File: src/rtl/dram_unpack.sv
// dram_unpack: width-down converter from a 272-bit packed DRAM word to a stream of 16/32/48/64-bit slices.
// Optional feature macro DRAM_UNPACK_INV_EN: when defined, inv selects high-aligned slices; otherwise always low-aligned.
module dram_unpack #(
    parameter int WIDTH     = 272,
    parameter int WIDTH_OUT = 64,
    parameter int CNT_BITS  = 5
) (
    input  logic                 clk,
    input  logic                 rst,
    input  logic                 ce,
    input  logic [WIDTH-1:0]     din,
    input  logic                 din_valid,
    output logic                 din_ready,
    input  logic [3:0]           len,
    input  logic                 inv,
    output logic [WIDTH_OUT-1:0] dout,
    output logic                 dout_valid,
    input  logic                 dout_ready,
    output logic                 dout_last,
    output logic                 err
);

    typedef enum logic {
        IDLE = 1'b0,
        SEND = 1'b1
    } state_e;

    typedef enum logic [1:0] {
        SL64 = 2'd0,
        SL48 = 2'd1,
        SL32 = 2'd2,
        SL16 = 2'd3
    } slice_e;

    state_e                r_state;
    state_e                w_next;
    slice_e                r_sel;
    slice_e                w_sel_in;
    logic [WIDTH-1:0]      r_sreg;
    logic [WIDTH-1:0]      w_shifted;
    logic [CNT_BITS-1:0]   r_cnt;
    logic [CNT_BITS-1:0]   w_cnt_in;
    logic                  r_inv;
    logic                  r_err;
    logic                  r_run;
    logic                  w_len_ok;
    logic                  w_inv_in;
    logic                  w_acc;
    logic                  w_xfer;
    logic                  w_cnt_zero;
    logic [WIDTH_OUT-1:0]  w_fmt;

`ifdef DRAM_UNPACK_INV_EN
    assign w_inv_in = inv;
`else
    logic w_unused_inv;
    assign w_unused_inv = inv;
    assign w_inv_in     = 1'b0;
`endif

    // Handshakes; r_run holds din_ready low until the first edge after reset release.
    assign w_cnt_zero = (r_cnt == '0);
    assign dout_valid = (r_state == SEND) & ce;
    assign dout_last  = dout_valid & w_cnt_zero;
    assign din_ready  = ce & r_run & ((r_state == IDLE) | (dout_last & dout_ready));
    assign w_acc      = din_valid & din_ready;
    assign w_xfer     = dout_valid & dout_ready;
    assign err        = r_err;

    always_comb begin
        w_len_ok = 1'b1;
        w_sel_in = SL64;
        w_cnt_in = '0;
        case (len)
            4'd1:    begin w_sel_in = SL64; w_cnt_in = CNT_BITS'(4);  end
            4'd2:    begin w_sel_in = SL48; w_cnt_in = CNT_BITS'(5);  end
            4'd3:    begin w_sel_in = SL32; w_cnt_in = CNT_BITS'(8);  end
            4'd4:    begin w_sel_in = SL16; w_cnt_in = CNT_BITS'(16); end
            default: w_len_ok = 1'b0;
        endcase
    end

    always_comb begin
        w_shifted = r_sreg >> 64;
        case (r_sel)
            SL64: w_shifted = r_sreg >> 64;
            SL48: w_shifted = r_sreg >> 48;
            SL32: w_shifted = r_sreg >> 32;
            SL16: w_shifted = r_sreg >> 16;
            default: w_shifted = r_sreg >> 64;
        endcase
    end

    // Zero fill from the shift leaves the tail of the final partial beat already cleared.
    always_comb begin
        w_fmt = r_sreg[WIDTH_OUT-1:0];
        case (r_sel)
            SL64: w_fmt = r_sreg[WIDTH_OUT-1:0];
            SL48: w_fmt = r_inv ? {r_sreg[47:0], {(WIDTH_OUT-48){1'b0}}}
                                : {{(WIDTH_OUT-48){1'b0}}, r_sreg[47:0]};
            SL32: w_fmt = r_inv ? {r_sreg[31:0], {(WIDTH_OUT-32){1'b0}}}
                                : {{(WIDTH_OUT-32){1'b0}}, r_sreg[31:0]};
            SL16: w_fmt = r_inv ? {r_sreg[15:0], {(WIDTH_OUT-16){1'b0}}}
                                : {{(WIDTH_OUT-16){1'b0}}, r_sreg[15:0]};
            default: w_fmt = r_sreg[WIDTH_OUT-1:0];
        endcase
    end

    assign dout = (r_state == SEND) ? w_fmt : '0;

    always_comb begin
        w_next = r_state;
        if (w_acc && w_len_ok) begin
            w_next = SEND;
        end else if (w_xfer && w_cnt_zero) begin
            w_next = IDLE;
        end
    end

    always_ff @(posedge clk or negedge rst) begin
        if (!rst) begin
            r_state <= IDLE;
        end else begin
            r_state <= w_next;
        end
    end

    always_ff @(posedge clk or negedge rst) begin
        if (!rst) begin
            r_sreg <= '0;
            r_cnt  <= '0;
            r_sel  <= SL64;
            r_inv  <= 1'b0;
            r_err  <= 1'b0;
            r_run  <= 1'b0;
        end else if (ce) begin
            r_run <= 1'b1;
            r_err <= w_acc & ~w_len_ok;
            if (w_acc && w_len_ok) begin
                r_sreg <= din;
                r_cnt  <= w_cnt_in;
                r_sel  <= w_sel_in;
                r_inv  <= w_inv_in;
            end else if (w_xfer) begin
                r_sreg <= w_shifted;
                r_cnt  <= r_cnt - CNT_BITS'(1);
            end
        end
    end

endmodule

File: config.mk
export PLATFORM = sky130hd
export DESIGN_NAME = dram_unpack
export DESIGN_NICKNAME = d
export VERILOG_FILES = /design/src/rtl/dram_unpack.sv
export SDC_FILE = /design/constraint.sdc
export NUM_CORES = 1
export LEC_CHECK = 0
export BUFFER_PORTS_ARGS = -buffer_cell sky130_fd_sc_hd__buf_2
export CORE_MARGIN = 3
export CORE_UTILIZATION = 54
export CTS_BUF_LIST = sky130_fd_sc_hd__clkbuf_2 sky130_fd_sc_hd__clkbuf_4 sky130_fd_sc_hd__clkbuf_8
export CTS_CLUSTER_DIAMETER = 50
export DETAILED_ROUTE_END_ITERATION = 8
export PLACE_DENSITY_LB_ADDON = 0.2
export SLEW_MARGIN = 15
export SYNTH_ARGS = -nofsm -noshare
export SYNTH_HDL_FRONTEND = slang
export SYNTH_SLANG_ARGS = --single-unit
File: constraint.sdc
create_clock -name clk -period 1.8 [get_ports clk]
set_input_delay 0.09 -clock clk [delete_from_list [all_inputs] [get_ports clk]]
set_output_delay 0.09 -clock clk [all_outputs]
set_load 0.005 [all_outputs]
==> results of run 1 <==
[timing repair]
item                                    CTS
hold buffers                            280
gates cloned                             77
buffers inserted                        100
endpoints found under the setup margin  345
pin swaps                               127
gates resized for setup                 631
hold endpoints to repair                560
[metrics by stage]
stage	setup WS, ns	instances	setup TNS (ns)
CTS	-0.3327	3147	-51.99
global placement	-0.3148	2600	-22.87
floorplan	-0.02984	1768	-3.478
detailed placement	-0.2415	2600	-37.98
[routing by layer]
layer / global-route usage, % / overflow
met1: 91.83 / 54
met2: 126.4 / 2346
met3: 85.99 / 95
met4: 114.8 / 818
met5: 65.48 / 24
[cell families after synthesis]
group | share of synthesized area (%)
flops | 33.36
mux | 22.76
compound gates | 32.85
xor+xnor | 0.08283
simple gates | 4.590
buf+inv | 6.235
fa+ha+maj | 0.1183
==> flow_summary_export.csv, run 1 <==
group,metric,value,unit
floorplan,fp.dieH,203.9,µm
run_status,error,"[ERROR GRT-0232] Routing congestion too high. Check the congestion heatmap in the GUI.",
place,place_hpwl,60.12,mm
place,gp_congestion,0.9689,
logic_synthesis,ys_types,52,
logic_synthesis,syn_area_per_cell,11.96,µm²
grt,grt_overflow_total,3337,
logic_synthesis,ys_top_cells_by_area,"dfrtp_1 33%, mux4_2 19%, a2bb2oi_2 11%, a32oi_1 9.2%, o21ai_0 4.7%",
grt,track_usage,102.9,%
timing,crit_endpoint,"dout[52]",
clocking,cts_buffer_depth,3,
logic_synthesis,synth-async-reset-ratio,100.0,%
floorplan,num_io_pins,350,
logic_synthesis,synth-edff-count,0,
logic_synthesis,synth_cells,1768,
clocking,root_buffer,"clkbuf_8",
logic_synthesis,ys_ff_latch,282,
clocking,clock-sinks,282,
logic_synthesis,yosys-top-cells-count,"282 x dfrtp_1, 221 x a32oi_1, 198 x o21ai_0",
floorplan,fp-row-count,71,
floorplan,fp.dieW,203.9,µm
clocking,cts_buffers,52,
logic_synthesis,yosys.cell_count.top_type,"dfrtp_1",
grt,grt_max_degree,58,
logic_synthesis,synth-main-ff-cell,"dfrtp_1",
logic_synthesis,yosysTopAreaCell,"dfrtp_1",
place,postPlaceCellArea,24980,µm²
run_status,lastStage,"5_1_grt",
clocking,htree_levels,2,
logic_synthesis,ys_warn_count,0,
place,numPortBuffers,348,
run_status,outcome,"stopped before the end",
logic_synthesis,ys_seq_area_share,33.36,%
timing,worst-ep-kind,"top-level output",
logic_synthesis,netlist_area,21150,µm²
floorplan,initial_core_util,55.50,%
logic_synthesis,synth_top_area_share,33.36,%
logic_synthesis,synth_nets,2052,
==> run 2, diff against run 1 <==
==> config.mk (replaced) <==
export PLATFORM = sky130hd
export DESIGN_NAME = dram_unpack
export DESIGN_NICKNAME = d
export VERILOG_FILES = /design/src/rtl/dram_unpack.sv
export SDC_FILE = /design/constraint.sdc
export NUM_CORES = 1
export LEC_CHECK = 0
export BUFFER_PORTS_ARGS = -buffer_cell sky130_fd_sc_hd__buf_2
export CORE_MARGIN = 3
export CORE_UTILIZATION = 40
export DETAILED_ROUTE_END_ITERATION = 8
export PLACE_DENSITY_LB_ADDON = 0.15
export SLEW_MARGIN = 15
export SYNTH_ARGS = -nofsm -noshare
export SYNTH_HDL_FRONTEND = slang
export SYNTH_SLANG_ARGS = --single-unit
==> constraint.sdc (replaced) <==
create_clock -name clk -period 2.3 [get_ports clk]
set_input_delay 0.115 -clock clk [delete_from_list [all_inputs] [get_ports clk]]
set_output_delay 0.115 -clock clk [all_outputs]
set_load 0.005 [all_outputs]
==> run 2 against run 1 <==
Synthesized area unchanged. The flow now finishes without violations. Synthesized cell count unchanged.
==> flow_summary_export.csv, run 2 <==
group,metric,value,unit
logic_synthesis,synth-async-reset-ratio,100.0,%
timing,finalHoldViolCount,0,
detailed_routing,ant_nets,0,
power,p_leak,10.87,nW
critical_path,critPathSlowestCell,"dfrtp_1",
final_layout,n_fill_cell,4499,
logic_synthesis,synth_nets,2052,
final_layout,final_cell_mix,"347 x buf_2, 279 x dfrtp_1, 267 x dlygate4sd3_1",
power,p_comb_share,51.2,%
final_layout,finalNetCount,2569,
run_status,outcome,"finished clean",
logic_synthesis,ys_seq_area_share,33.36,%
clocking,root_buffer,"clkbuf_16",
logic_synthesis,syn_area_per_cell,11.96,µm²
min_path,hold_path_depth,4,
grt,grt_pass1_wl,132.6,mm
timing,hold_ws,0.02613,ns
place,dpl.cell_count,2649,
place,numPortBuffers,348,
timing,period_share,96.96,%
power,p_clk_share,15.8,%
detailed_routing,wl_per_cell,29.91,µm
logic_synthesis,synth_top_area_share,33.36,%
critical_path,cp_cell_sequence,"inv_1, ha_1, and4b_1, a21o_4, buf_12, buf_12, buf_4, a32oi_2, a2bb2oi_2",
place,place_ws,0.02992,ns
clocking,worstSkewPairLatency,0.56,ns
clocking,cts_buffers,36,
floorplan,num_io_pins,350,
power,worst_ir_drop_vdd,512.9,µV
detailed_routing,route.final.wire_length,89.37,mm
grt,grt_overflow_total,0,
floorplan,fp-row-count,83,
power,switching_share,42.05,%
final_layout,largest_reg_flops,272,
power,power,35.63,mW
logic_synthesis,ys_types,52,
clocking,htree_levels,2,
floorplan,fp.dieH,236.0,µm
min_path,hold_end,"r_sreg[108]",
critical_path,path_common_cell,"buf_12",
power,p_int,20.65,mW
critical_path,crit_arrival,2.66,ns
min_path,hold_path_class,"input pin to flop",
logic_synthesis,ys_top_cells_by_area,"dfrtp_1 33%, mux4_2 19%, a2bb2oi_2 11%, a32oi_1 9.2%, o21ai_0 4.7%",
clocking,cts_tree,"done",
final_layout,ff_latch_area,7066,µm²
logic_synthesis,synth_cells,1768,
critical_path,critPathMaxStageDelay,0.38,ns
detailed_routing,dr.pass1.iters,8,
critical_path,startpoint_type,"flop",
final_layout,syn_to_final_growth,32.47,%
critical_path,rr_worst_depth,9,
timing,max_freq,448.4,MHz
timing,tns,0,ns
critical_path,critPathTopFamily,"compound AO/OA/AOI/OAI gates",
critical_path,crit_buf_inv,4,
place,gp_congestion,0.9242,
power,power.switching,14.98,mW
grt,antenna_found_initial,0,
final_layout,layout-drive-gt1-share,39.82,%
timing,worst_slew_pin_slew,1.232,ns
detailed_routing,vias,20090,
logic_synthesis,ys_warn_count,0,
final_layout,multi_input_area,12860,µm²
detailed_routing,drc,0,
timing,rsz0062_at_grt,"false",
detailed_routing,vias_per_cell,6.725,
final_layout,antenna_cells,0,
logic_synthesis,yosys.cell_count.top_type,"dfrtp_1",
critical_path,worst_ep_required_time,2.73,ns
timing,setup_slack,0.06997,ns
power,powerDensity,1272,nW/µm²
critical_path,reg2reg_to,"r_sreg[156]",
critical_path,worst-path-max-fanout,41,
logic_synthesis,yosys-top-cells-count,"282 x dfrtp_1, 221 x a32oi_1, 198 x o21ai_0",
logic_synthesis,synth-main-ff-cell,"dfrtp_1",
detailed_routing,drtIter0Drc,1961,
clocking,cts_buffer_depth,3,
critical_path,r2r_start,"r_cnt[0]",
grt,grt_max_degree,114,
timing,relSlewSlack,17.69,%
final_layout,largest-register,"r_sreg",
power,power_frac_seq,33.0,%
final_layout,final_common_cell,"buf_2",
logic_synthesis,netlist_area,21150,µm²
timing,finalSetupViolCount,0,
logic_synthesis,yosysTopAreaCell,"dfrtp_1",
floorplan,fp.dieW,236.0,µm
critical_path,critPathKind,"flop to flop",
floorplan,dieArea,55670,µm²
critical_path,rrSetupSlack,0.07,ns
final_layout,stdcell_count,2988,
place,place_hpwl,62.47,mm
timing,clock_skew,0.01620,ns
logic_synthesis,ys_ff_latch,282,
timing,maxSlewViolCount,0,
min_path,worstHoldStart,"din[108]",
grt,track_usage,31.00,%
grt,grt_pass1_vias,19890,
critical_path,worstSetupEndpointType,"flop",
floorplan,core_area,51820,µm²
timing,period_needed,2.230,ns
logic_synthesis,synth-edff-count,0,
clocking,clock-sinks,282,
final_layout,top_regs,"r_sreg: 272 flops, r_cnt: 5 flops, r_sel: 2 flops",
clocking,clk_pin_slew,0.06,ns
flow_run,drv_cap,0,
floorplan,initial_core_util,40.82,%
==> run 2: cell counts after synthesis <==
No cell type changed its count.
==> run 2: area by class of cell <==
type	instances	area share (%)
inverter	4	0.05359
sequential	282	25.22
tap	680	3.037
clock inverter	7	0.1608
clock buffer	54	3.854
multi-input combinational	1212	45.90
timing repair buffer	749	21.77
==> run 2: cell families after synthesis <==
family	Yosys count	synth area share, %
compound gates	774	32.85
flops	282	33.36
buf+inv	274	6.235
mux	257	22.76
fa+ha+maj	2	0.1183
simple gates	177	4.590
xor+xnor	2	0.08283
==> run 2: routing by layer <==
layer	routed length [µm]	vias to the layer above	global-route usage [%]
li1	-	8486	-
met1	35650	10470	40.35
met2	44780	980	53.48
met3	5903	154	4.232
met4	3043	0	9.956
met5	0	-	0
==> run 2: power groups by stage <==
stage / Combinational [mW] / Sequential (mW) / Clock [mW]
2_1_floorplan: 13.5 / 9.07 / 0
3_3_place_gp: 17.4 / 11.5 / 0
3_5_place_dp: 17.6 / 11.5 / 0
4_1_cts: 18.2 / 11.5 / 5.70
5_1_grt: 19.6 / 11.8 / 5.87
6_report: 18.3 / 11.8 / 5.62
==> run 2: worst max path at each step <==
stage | startpoint | endpoint | slack (ns) | cells after the start
floorplan | r_cnt[0] | r_sreg[229] | 0.40 | 8
global placement | r_cnt[0] | r_sreg[156] | 0.02 | 8
detailed placement | r_cnt[0] | r_sreg[156] | 0.03 | 8
CTS | r_sel[1] | dout[18] | 0.02 | 4
global route | r_state | r_sreg[13] | 0.001 | 6
finish | r_cnt[0] | r_sreg[156] | 0.07 | 9
==> run 2: worst min-delay path: cells and delay by family <==
family | cells | cell delay (ns)
buffers and inverters | 2 | 0.24
AO/OA/AOI/OAI | 2 | 0.17
==> run 2: repair_timing <==
action	4_1_cts	5_1_grt
gates cloned	1	2
hold endpoints to repair	338	0
pin swaps	0	1
resized for setup	9	5
endpoints found under the setup margin	34	49
buffers inserted	3	5
hold buffers	267	0
==> run 2: per-stage QoR <==
stage / area (µm²) / utilization [%]
after detailed placement: 24010 / 46.33
after CTS: 27900 / 53.85
after global routing: 28020 / 54.07
final: 28020 / 54.07
after floorplan: 21150 / -
after global placement: 24010 / 46.33
Power figures use the tool's default switching activity.
